`src/rtl/cache_controller.sv`:
```
// MSI cache-line controller: sequences one processor request into datapath commands and bus traffic.
// Latency: read hit 2 cycles, write hit 3; misses stall on bus_grant and mem_ack, bounded by ACK_TIMEOUT.
module cache_controller #(
    parameter int ACK_TIMEOUT = 15,
    parameter int CNT_W       = 16
) (
    input  logic             clk,
    input  logic             reset,
    input  logic             p_valid,
    input  logic [1:0]       p_func,
    input  logic             read_hit,
    input  logic             write_hit,
    input  logic [1:0]       stat,
    input  logic             bus_grant,
    input  logic             snoop_hit_in,
    input  logic             mem_ack,
    output logic [1:0]       func,
    output logic             snoop_out,
    output logic             bus_req,
    output logic             p_ready,
    output logic             err,
    output logic [CNT_W-1:0] hit_cnt,
    output logic [CNT_W-1:0] miss_cnt
);

    typedef enum logic [2:0] {IDLE, LOOKUP, UPG, WB, SNOOP, MEM_RD, WRITE, DONE} state_t;

    localparam int              TW       = $clog2(ACK_TIMEOUT + 1);
    localparam logic [TW-1:0]   TMO_LAST = TW'(ACK_TIMEOUT - 1);
    localparam logic [1:0]      F_PRD    = 2'b00;
    localparam logic [1:0]      F_PWR    = 2'b01;
    localparam logic [1:0]      F_BRD    = 2'b10;
    localparam logic [1:0]      F_BWR    = 2'b11;
    localparam logic [CNT_W-1:0] CNT_MAX = '1;

    state_t           state_q;
    logic             is_wr_q;
    logic             counted_q;
    logic [TW-1:0]    tmo_q;
    logic [1:0]       func_q;
    logic             snoop_q;
    logic             req_q;
    logic             rdy_q;
    logic             err_q;
    logic [CNT_W-1:0] hit_q;
    logic [CNT_W-1:0] miss_q;

    logic [CNT_W-1:0] hit_d;
    logic [CNT_W-1:0] miss_d;
    logic [1:0]       bus_func_d;

    assign hit_d      = (hit_q  == CNT_MAX) ? hit_q  : hit_q  + CNT_W'(1);
    assign miss_d     = (miss_q == CNT_MAX) ? miss_q : miss_q + CNT_W'(1);
    assign bus_func_d = (state_q == WB) ? F_BWR : F_BRD;

    always_ff @(posedge clk) begin
        if (reset) begin
            state_q   <= IDLE;
            is_wr_q   <= 1'b0;
            counted_q <= 1'b0;
            tmo_q     <= '0;
            func_q    <= F_PRD;
            snoop_q   <= 1'b0;
            req_q     <= 1'b0;
            rdy_q     <= 1'b0;
            err_q     <= 1'b0;
            hit_q     <= '0;
            miss_q    <= '0;
        end else begin
            rdy_q <= 1'b0;
            case (state_q)
                IDLE: begin
                    counted_q <= 1'b0;
                    if (p_valid && !p_func[1]) begin
                        is_wr_q <= p_func[0];
                        state_q <= LOOKUP;
                    end
                end
                LOOKUP: begin
                    // Only the first lookup of a request is counted; retries after a refill are not.
                    counted_q <= 1'b1;
                    if (!is_wr_q && read_hit) begin
                        if (!counted_q) hit_q <= hit_d;
                        state_q <= DONE;
                        rdy_q   <= 1'b1;
                        req_q   <= 1'b0;
                    end else if (is_wr_q && write_hit) begin
                        if (!counted_q) hit_q <= hit_d;
                        state_q <= WRITE;
                        func_q  <= F_PWR;
                    end else if (is_wr_q && read_hit) begin
                        if (!counted_q) hit_q <= hit_d;
                        state_q <= UPG;
                        req_q   <= 1'b1;
                    end else begin
                        if (!counted_q) miss_q <= miss_d;
                        req_q   <= 1'b1;
                        tmo_q   <= '0;
                        state_q <= (stat == 2'b11) ? WB : SNOOP;
                    end
                end
                UPG: begin
                    if (bus_grant) begin
                        state_q <= WRITE;
                        func_q  <= F_PWR;
                    end
                end
                WB, MEM_RD: begin
                    // An ack is accepted only once the bus command is actually on func.
                    if (func_q == bus_func_d && mem_ack) begin
                        func_q <= F_PRD;
                        if (state_q == WB) begin
                            state_q <= SNOOP;
                            snoop_q <= bus_grant;
                        end else begin
                            state_q <= LOOKUP;
                        end
                    end else if (!bus_grant) begin
                        func_q <= F_PRD;
                    end else if (func_q != bus_func_d) begin
                        func_q <= bus_func_d;
                    end else if (tmo_q == TMO_LAST) begin
                        err_q   <= 1'b1;
                        func_q  <= F_PRD;
                        state_q <= DONE;
                        rdy_q   <= 1'b1;
                        req_q   <= 1'b0;
                    end else begin
                        tmo_q <= tmo_q + TW'(1);
                    end
                end
                SNOOP: begin
                    if (snoop_q) begin
                        snoop_q <= 1'b0;
                        if (snoop_hit_in) begin
                            if (is_wr_q) begin
                                state_q <= WRITE;
                                func_q  <= F_PWR;
                            end else begin
                                state_q <= LOOKUP;
                            end
                        end else begin
                            state_q <= MEM_RD;
                            tmo_q   <= '0;
                            func_q  <= bus_grant ? F_BRD : F_PRD;
                        end
                    end else if (bus_grant) begin
                        snoop_q <= 1'b1;
                    end
                end
                WRITE: begin
                    func_q  <= F_PRD;
                    state_q <= DONE;
                    rdy_q   <= 1'b1;
                    req_q   <= 1'b0;
                end
                DONE: state_q <= IDLE;
                default: state_q <= IDLE;
            endcase
        end
    end

    assign func      = func_q;
    assign snoop_out = snoop_q;
    assign bus_req   = req_q;
    assign p_ready   = rdy_q;
    assign err       = err_q;
    assign hit_cnt   = hit_q;
    assign miss_cnt  = miss_q;

endmodule
```
`config.mk`:
```
export PLATFORM = sky130hd
export DESIGN_NAME = cache_controller
export DESIGN_NICKNAME = d
export VERILOG_FILES = /design/src/rtl/cache_controller.sv
export SDC_FILE = /design/constraint.sdc
export NUM_CORES = 1
export LEC_CHECK = 0
export ABC_CLOCK_PERIOD_IN_PS = 2009
export CAP_MARGIN = 20
export CELL_PAD_IN_SITES_DETAIL_PLACEMENT = 0
export CELL_PAD_IN_SITES_GLOBAL_PLACEMENT = 1
export CORE_AREA = 2 2 86 88
export DETAILED_ROUTE_END_ITERATION = 10
export DIE_AREA = 0 0 88 90
export PLACE_DENSITY_LB_ADDON = 0.1
export SYNTH_ARGS = -nofsm -noshare
export SYNTH_HDL_FRONTEND = slang
export SYNTH_SLANG_ARGS = --single-unit
```
`constraint.sdc`:
```
create_clock -name clk -period 2.01 [get_ports clk]
set_clock_uncertainty 0.05 [all_clocks]
set_input_delay 0.402 -clock clk [delete_from_list [all_inputs] [get_ports clk]]
set_output_delay 0.402 -clock clk [all_outputs]
set_load 0.005 [all_outputs]
```
==> results of run 1 <==
[worst reg2reg max path, stage by stage, from the launching register on]
cell and delay [ns]:
dfxtp_2 0.39, nor4b_4 0.39, nor4b_4 0.29, and3_1 0.21, nand4_1 0.11, mux2_1 0.33
[routing by layer]
metal | vias up | track usage | part of all wire
li1 | 1369 | - | -
met1 | 1245 | 0.272 | 0.51
met2 | 68 | 0.278 | 0.44
met3 | 4 | 0.0303 | 0.040
met4 | 0 | 0.0423 | 0.0069
met5 | - | 0 | 0
[area by class of cell]
type	instances	area, sq um
sequential	47	943
inverter	7	26.3
fill	715	3300
clock inverter	3	43.8
multi-input combinational	258	1670
clock buffer	5	68.8
timing repair buffer	92	846
tap	99	124
[report_power, final]
part | switching [mW] | internal (mW) | total [mW]
Sequential | 0.109 | 1.00 | 1.11
Clock | 0.344 | 0.371 | 0.715
Combinational | 0.587 | 0.645 | 1.23
[logic make-up (layout without fill, tap and decap cells)]
| logic type | after synthesis | after routing |
|---|---|---|
| fa+ha+maj | 4 | 4 |
| buf+inv | 19 | 107 |
| flops | 47 | 47 |
| compound gates | 67 | 67 |
| simple gates | 151 | 151 |
| xor+xnor | 29 | 29 |
| mux | 7 | 7 |
[cell usage in the layout (no fill, tap or decap), types with 7 or more instances in the layout]
cell,instances
inv_1,7
xor2_1,14
a31oi_1,8
xnor2_1,15
nor4_1,10
nand4_1,12
nor3_1,11
o21ai_0,8
and3_1,9
a21oi_1,18
nor2_1,43
clkdlybuf4s50_1,48
buf_4,40
dfxtp_1,45
nand3_1,8
nand2_1,21
[sequential cells by signal (all words and copies together), names as in the netlist]
signal     flops
err            1
p_ready        1
counted_q      1
snoop_out      1
hit_cnt       16
state_q        3
tmo_q          4
bus_req        1
is_wr_q        1
miss_cnt      16
func           2
[worst min-delay path by stage]
| stage | to | slack (ns) | depth (start not counted) |
|---|---|---|---|
| after global placement | err | 0.40 | 2 |
| after detailed placement | err | 0.41 | 2 |
| final | err | 0.42 | 2 |
| after global routing | tmo_q[0] | 0.48 | 1 |
| after floorplan | tmo_q[0] | 0.39 | 1 |
| after CTS | tmo_q[0] | 0.43 | 1 |
[through the flow]
step	setup slack [ns]	cell area [sq um]	power, mW
final	0.0895	3720	3.06
after global routing	0.0135	3720	3.27
after CTS	0.0527	3710	3.07
after detailed placement	-0.230	3600	2.34
after global placement	-0.159	3600	2.34
after floorplan	0.203	2680	1.84
==> results.txt, run 1 <==
- Status: finished, final reports clean
* 1st-iter DRT viols: 84
- Kind of end point of the critical path: flip-flop
- Data arrival, critical path: 2.06 ns
* Count of cell instances traversed by the critical path: 7
* Cell types with the highest counts after synthesis: dfxtp_1 (47), nor2_1 (43), nand2_1 (21)
- Multiplexer fraction of the synthesized cell area: 0.0271
* Final core occ: 0.530
- Mean instance size in the synthesized netlist: 8.28 sq um
- Post-Syn Nets: 340
- Setup violations remaining at the end of the flow were counted as 0.
- 50 I/O pins were placed.
* Largest family of logic cells by synthesized area: simple AND/OR/NAND/NOR gates
- For this run, the total global-route usage over all layers was measured as 0.184.
- The tree is rooted in a clkbuf_8.
- Deepest level of the CTS H-tree: 2
- Number of antenna-violating nets in the routed design: 0
- Post-synthesis compound-gate area fraction: 0.168
- Clock sinks: 47
- Gates resized during post-CTS repair numbered 0.
- The slowest stage of the critical path belongs to the cell clkdlybuf4s50_1.
- Worst EP required: 2.15 ns
- Layout Area Growth over Synthesis: 38.9%
- Maximum clock frequency: 521 MHz
- Least-Margin Pin Slew: 0.551 ns
* Sum of net half-perimeters after detailed placement: 5190 um
- Post-synthesis share of cell area spent on full adders, half adders and majority gates: 0.0187
* Start-to-end type of the worst setup path: in -> reg
- Routed wire per std cell: 13.6 um
- The critical path ends at hit_cnt[14].
- Across the run, the number of max-cap violations was 0.
- Register-to-register setup slack: around 0.12 ns
- RSZ-0062 raised after global routing: false
- The endpoint identified for the worst register-to-register timing path is hit_cnt[14].
- Clock insertion delay at the later pin of the skew report: around 0.30 ns
- Entering global routing, the biggest net connects 30 pins.
* Share of async-settable or async-resettable flops after synthesis: 0
- For this design, the CTS-stage hold fixing added 0 buffers.
- Traced cell by cell, the critical path runs through clkdlybuf4s50_1, a21oi_2, buf_4, nor4b_4, and3_1, nand4_1, mux2_1.
* #FFs+latches synth: 47
- Tmin final: 1.92 ns
- The initial utilization of the core area, before any placement, comes to 0.382.
- Routability-driven placement finished with a final weighted congestion of 0.836.
* Post-Syn Area: 2680 sq um
* Largest area contributor in the netlist: dfxtp_1
- Std-Cell Core Area: 7020 sq um
- CP bufs+invs: 2
- First-pass GRT wire length: 11800 um
- Number of detailed-routing iterations run before antenna repair: 4
- Dividing the final minimum period by the clock period gives 0.955.
- FF-to-FF path depth: 5
- Antenna cells: 0
* Predominant post-synthesis flop cell: dfxtp_1
- Die Outline Area: 7920 sq um
- R2R Path Start: state_q[1]
- Static leakage: 1.35 nW
* Most common cell in the netlist: dfxtp_1
- Power Density: 821 nW/um^2
* DP Cell Count: 503
- Share of cells above drive strength 1: 0.155
- TritonCTS built the clock tree.
* Residual DRC count: 0
- Ranked by total cell area, the synthesized netlist is headed by dfxtp_1 (35%), nor2_1 (6.0%), xnor2_1 (4.9%).
* Delay-heaviest family, CP: buffers and inverters
* Average vias per placed instance: 5.26
- The startpoint identified for the worst hold timing path is err.
- The share of synthesized area in the top cell type comes to 0.351.
* Number of unique standard cell types used by synthesis: 55
- Critical Path Max Stage Delay: 0.50 ns
- Total congestion overflow: 0
- Tracing the worst setup path back leads to its startpoint at write_hit.
* Total Negative Setup Slacks: 0 ns
- Final Slew Violations: 0
- For this run, the register share of the synthesized area comes to 0.351.
- Antenna violations before repair: 0
- The worst setup path is launched from an input pin.
- Post-CTS setup buffer count: 0
- The die is 88 um wide.
- The via count of the first global-routing pass was 2469.
* Post-synthesis share of cell area spent on xor and xnor gates: 0.0947
* Slew headroom: 0.633
* Path type of the worst min-delay path: reg -> reg
* Buffers added on ports: 49
- Deepest clock path buffer count: 2
* Final Hold Fails: 0
- VDD sags by at most around 0.36 mV.
- Number of standard-cell rows in the floorplan: 31
- Total via count in the routed design: 2686
- Counting every instance in the synthesized netlist gives 324.
- Final hold slack: 0.424 ns
* Number of cells in the finished layout apart from fillers: 511
- Number of flops mapped to enable cells by yosys: 0
* Peak fanout along the critical path: 4
- Clock tree synthesis inserted a total of 5 buffers.
- Total wirelength of the detailed-routed design: 6940 um
- Of the total synthesized cell area, the portion taken by AND, OR, NAND and NOR gates is 0.313.
* Die height: 90 um
- Net count of the finished layout: 427
- The Yosys step of the flow raised 0 warnings.
* Clock slew seen by the registers of the worst setup and hold paths: 0.09 ns
Power figures use the tool's default switching activity.
==> inputs of run 2 (changes only) <==
==> constraint.sdc (replaced) <==
create_clock -name clk -period 2.01 [get_ports clk]
set_clock_uncertainty 0.05 [all_clocks]
set_input_delay 0.201 -clock clk [delete_from_list [all_inputs] [get_ports clk]]
set_output_delay 0.201 -clock clk [all_outputs]
set_load 0.005 [all_outputs]
==> run 2 against run 1 <==
Via count shrank 1.4%. Critical endpoint is now func[0]. Design area is 1.9% lower. Count of clock-buffer cells in the layout unchanged. Worst hold slack got worse by 0.12 ns. Largest power group unchanged. Critical path depth fell by 1. Utilization down 1.0 points.
==> results.txt, run 2 (synthesis results as in run 1) <==
* Least-Margin Pin Slew: 0.525 ns
* Post-route worst setup slack: 0.140 ns
* Antenna cells: 0
* CP bufs+invs: 1
* Most frequent cells in the layout: clkdlybuf4s50_1 (48), dfxtp_1 (45), nor2_1 (43), buf_4 (35), nand2_1 (21)
- Across all register-to-register paths, the minimum setup slack is 0.14 ns.
* Die Outline Area: 7920 sq um
- Worst EP required: 2.16 ns
- Routed wire per std cell: 13.2 um
* Number of clock buffers inserted by TritonCTS: 5
- Overall die width: 88 um
- Status: finished, final reports clean
- Number of detailed-routing iterations run before antenna repair: 4
- Pin placement for this block handled 50 I/O pins.
* Most common cell after layout, fill and taps aside: clkdlybuf4s50_1
- Timing would allow up to 535 MHz.
* Deepest clock path buffer count: 2
- Maximum number of pins on one net before global-route repair: 29
- Vias in the first global route: 2475
* Clock root buffer: clkbuf_8
- The H-tree was split into 2 levels.
- Path type of the worst min-delay path: in -> reg
- At the later pin of the worst-skew pair, clock insertion delay measures around 0.30 ns.
* Sequential share of power: 0.386
- Before CTS, the worst setup slack after placement is -0.0172 ns.
- Share of cells above drive strength 1: 0.153
* Hold Path Cell Cnt: 2
- 1st-iter DRT viols: 129
- For this design the ratio of total power to cell area is 787 nW/um^2.
- Internal power comes to 1.85 mW.
- Clock slew seen by the registers of the worst setup and hold paths: 0.09 ns
- Summed over all layers, the global routing overflow is 0.
- Starting density of the core: 0.382
* Overall track demand over capacity in global routing: 0.177
- The signal on the critical path passes through nor2b_2, buf_4, a22oi_1, o311a_1, nand2_1, o41ai_1.
* Total wirelength of the detailed-routed design: 6660 um
- Total Negative Setup Slacks: 0 ns
- In the finished design, the share of the clock period the worst path needs comes to 0.931.
- In this run the critical register-to-register path is captured at func[0].
- M2 GR Usage: 0.259
- Number of standard-cell rows in the floorplan: 31
- Global-route met1 utilization: 0.260
- The tool flagged a number of max-cap violations equal to 0.
* Layout Area Growth over Synthesis: 36.2%
- Total power draw: 2.88 mW
- After clock tree synthesis, the flow added hold-fix buffers numbering 0.
* Peak fanout along the critical path: 13
- Sum of net half-perimeters after detailed placement: 5000 um
* Hold_sp: reset
- Net count of the finished layout: 420
- Max VDD drop: 0.380 mV
* Start-to-end type of the worst setup path: reg -> reg
- Number of antenna-violating nets in the routed design: 0
- Kind of end point of the critical path: flip-flop
- Std-Cell Core Area: 7020 sq um
* P_sw: 1.03 mW
- The congestion estimate from routability-driven global placement came to 0.822.
- In the routed design, unresolved DRC markers number 0.
- Clock sinks: 47
- The final-report max-slew violation count is 0.
- From bottom edge to top edge, the die measures 90 um.
- Average vias per placed instance: approximately 5.3
- Final Hold Fails: 0
* CTS tree: built
- After layout, the minimum clock period comes to between 1.5 and 2 ns.
- Count of final setup violators: 0
- Slowest cell on the critical path: dfxtp_2
- End point of the most critical hold path: hit_cnt[7]
- Layer with the highest usage: met1
- FF-to-FF path depth: 6
- Measured on the finished design, the core utilization comes to 0.520.
- The worst setup path is launched from a flip-flop.
- Critical Path Max Stage Delay: just over 0.4 ns
- Slew headroom: 0.646
* Combinational group share of total power: 0.409
- Delay-heaviest family, CP: compound AO/OA/AOI/OAI gates
- Total via count in the routed design: about 2600
* Buffers added on ports: 49
- Antenna violations before repair: 0
- The critical path runs through a total of 6 cells.
- Met3 Use GR: 0.0331
- Data arrives at the worst endpoint at 2.02 ns.
* Clock power frac: 0.205
* R2R Path Start: state_q[2]
- First-pass GRT wire length: 11400 um
- In this run the static leakage power is 1.31 nW.
- Of the total power, the share spent switching nets is 0.357.
- RSZ-0062 raised after global routing: false
## run 2: cell count changes in the layout (fill, tap and decap cells not counted), sizes merged
cell	change
inv	+1
bufinv	-1
buf	-7
## run 2: power by group through the flow
stage	logic [mW]	clock network, mW	registers [mW]
floorplan	0.744	0	1.09
global placement	1.15	0	1.13
detailed placement	1.14	0	1.13
CTS	1.15	0.624	1.11
global route	1.29	0.652	1.13
finish	1.18	0.591	1.11
## run 2: area by class of cell
cell class | count | area, sq um
clock buffers | 5 | 68.8
clock inverters | 3 | 18.8
fillers | 675 | 3370
inverters | 7 | 26.3
multi-input cells | 258 | 1700
flip-flops and latches | 47 | 943
well taps | 99 | 124
repair buffers | 85 | 768
## run 2: layer usage
metal	wire length [um]	vias up
met5	0	-
met2	2850	60
met1	3490	1233
met4	44	0
met3	282	4
li1	-	1352
## run 2: repair_timing
item,4_1_cts,5_1_grt
setup buffers,0,1
endpoints found under the setup margin,0,18
hold endpoints to repair,0,0
gates resized for setup,0,8
## run 2: worst reg2reg max path, delay by kind of cell (launching register included)
family / cells / cell delay, ns
buffers and inverters: 1 / 0.15
AOI/OAI and AO/OA: 3 / 0.87
and+or+nand+nor: 2 / 0.30
DFF: 1 / 0.41
## run 2: how the worst max path moves through the flow
stage | to | startpoint | slack (ns)
final | func[0] | state_q[2] | 0.14
after global routing | hit_cnt[14] | counted_q | 0.008
after CTS | hit_cnt[14] | state_q[1] | 0.06
after detailed placement | hit_cnt[14] | write_hit | -0.02
after global placement | hit_cnt[14] | write_hit | 0.02
after floorplan | hit_cnt[14] | hit_cnt[0] | 0.20
## run 2: metrics by stage
stage,cells,hold WS [ns],area [sq um]
2_1_floorplan,324,0.302,2680
3_3_place_gp,495,0.404,3520
3_5_place_dp,495,0.414,3520
4_1_cts,503,0.305,3600
5_1_grt,504,0.333,3650
6_report,504,0.308,3650
==> inputs of run 3 (changes only) <==
Settings changed: GPL_ROUTABILITY_DRIVEN set to 0.
==> results of run 3 <==
The final DEF is identical to that of run 2; final timing and power are the same.
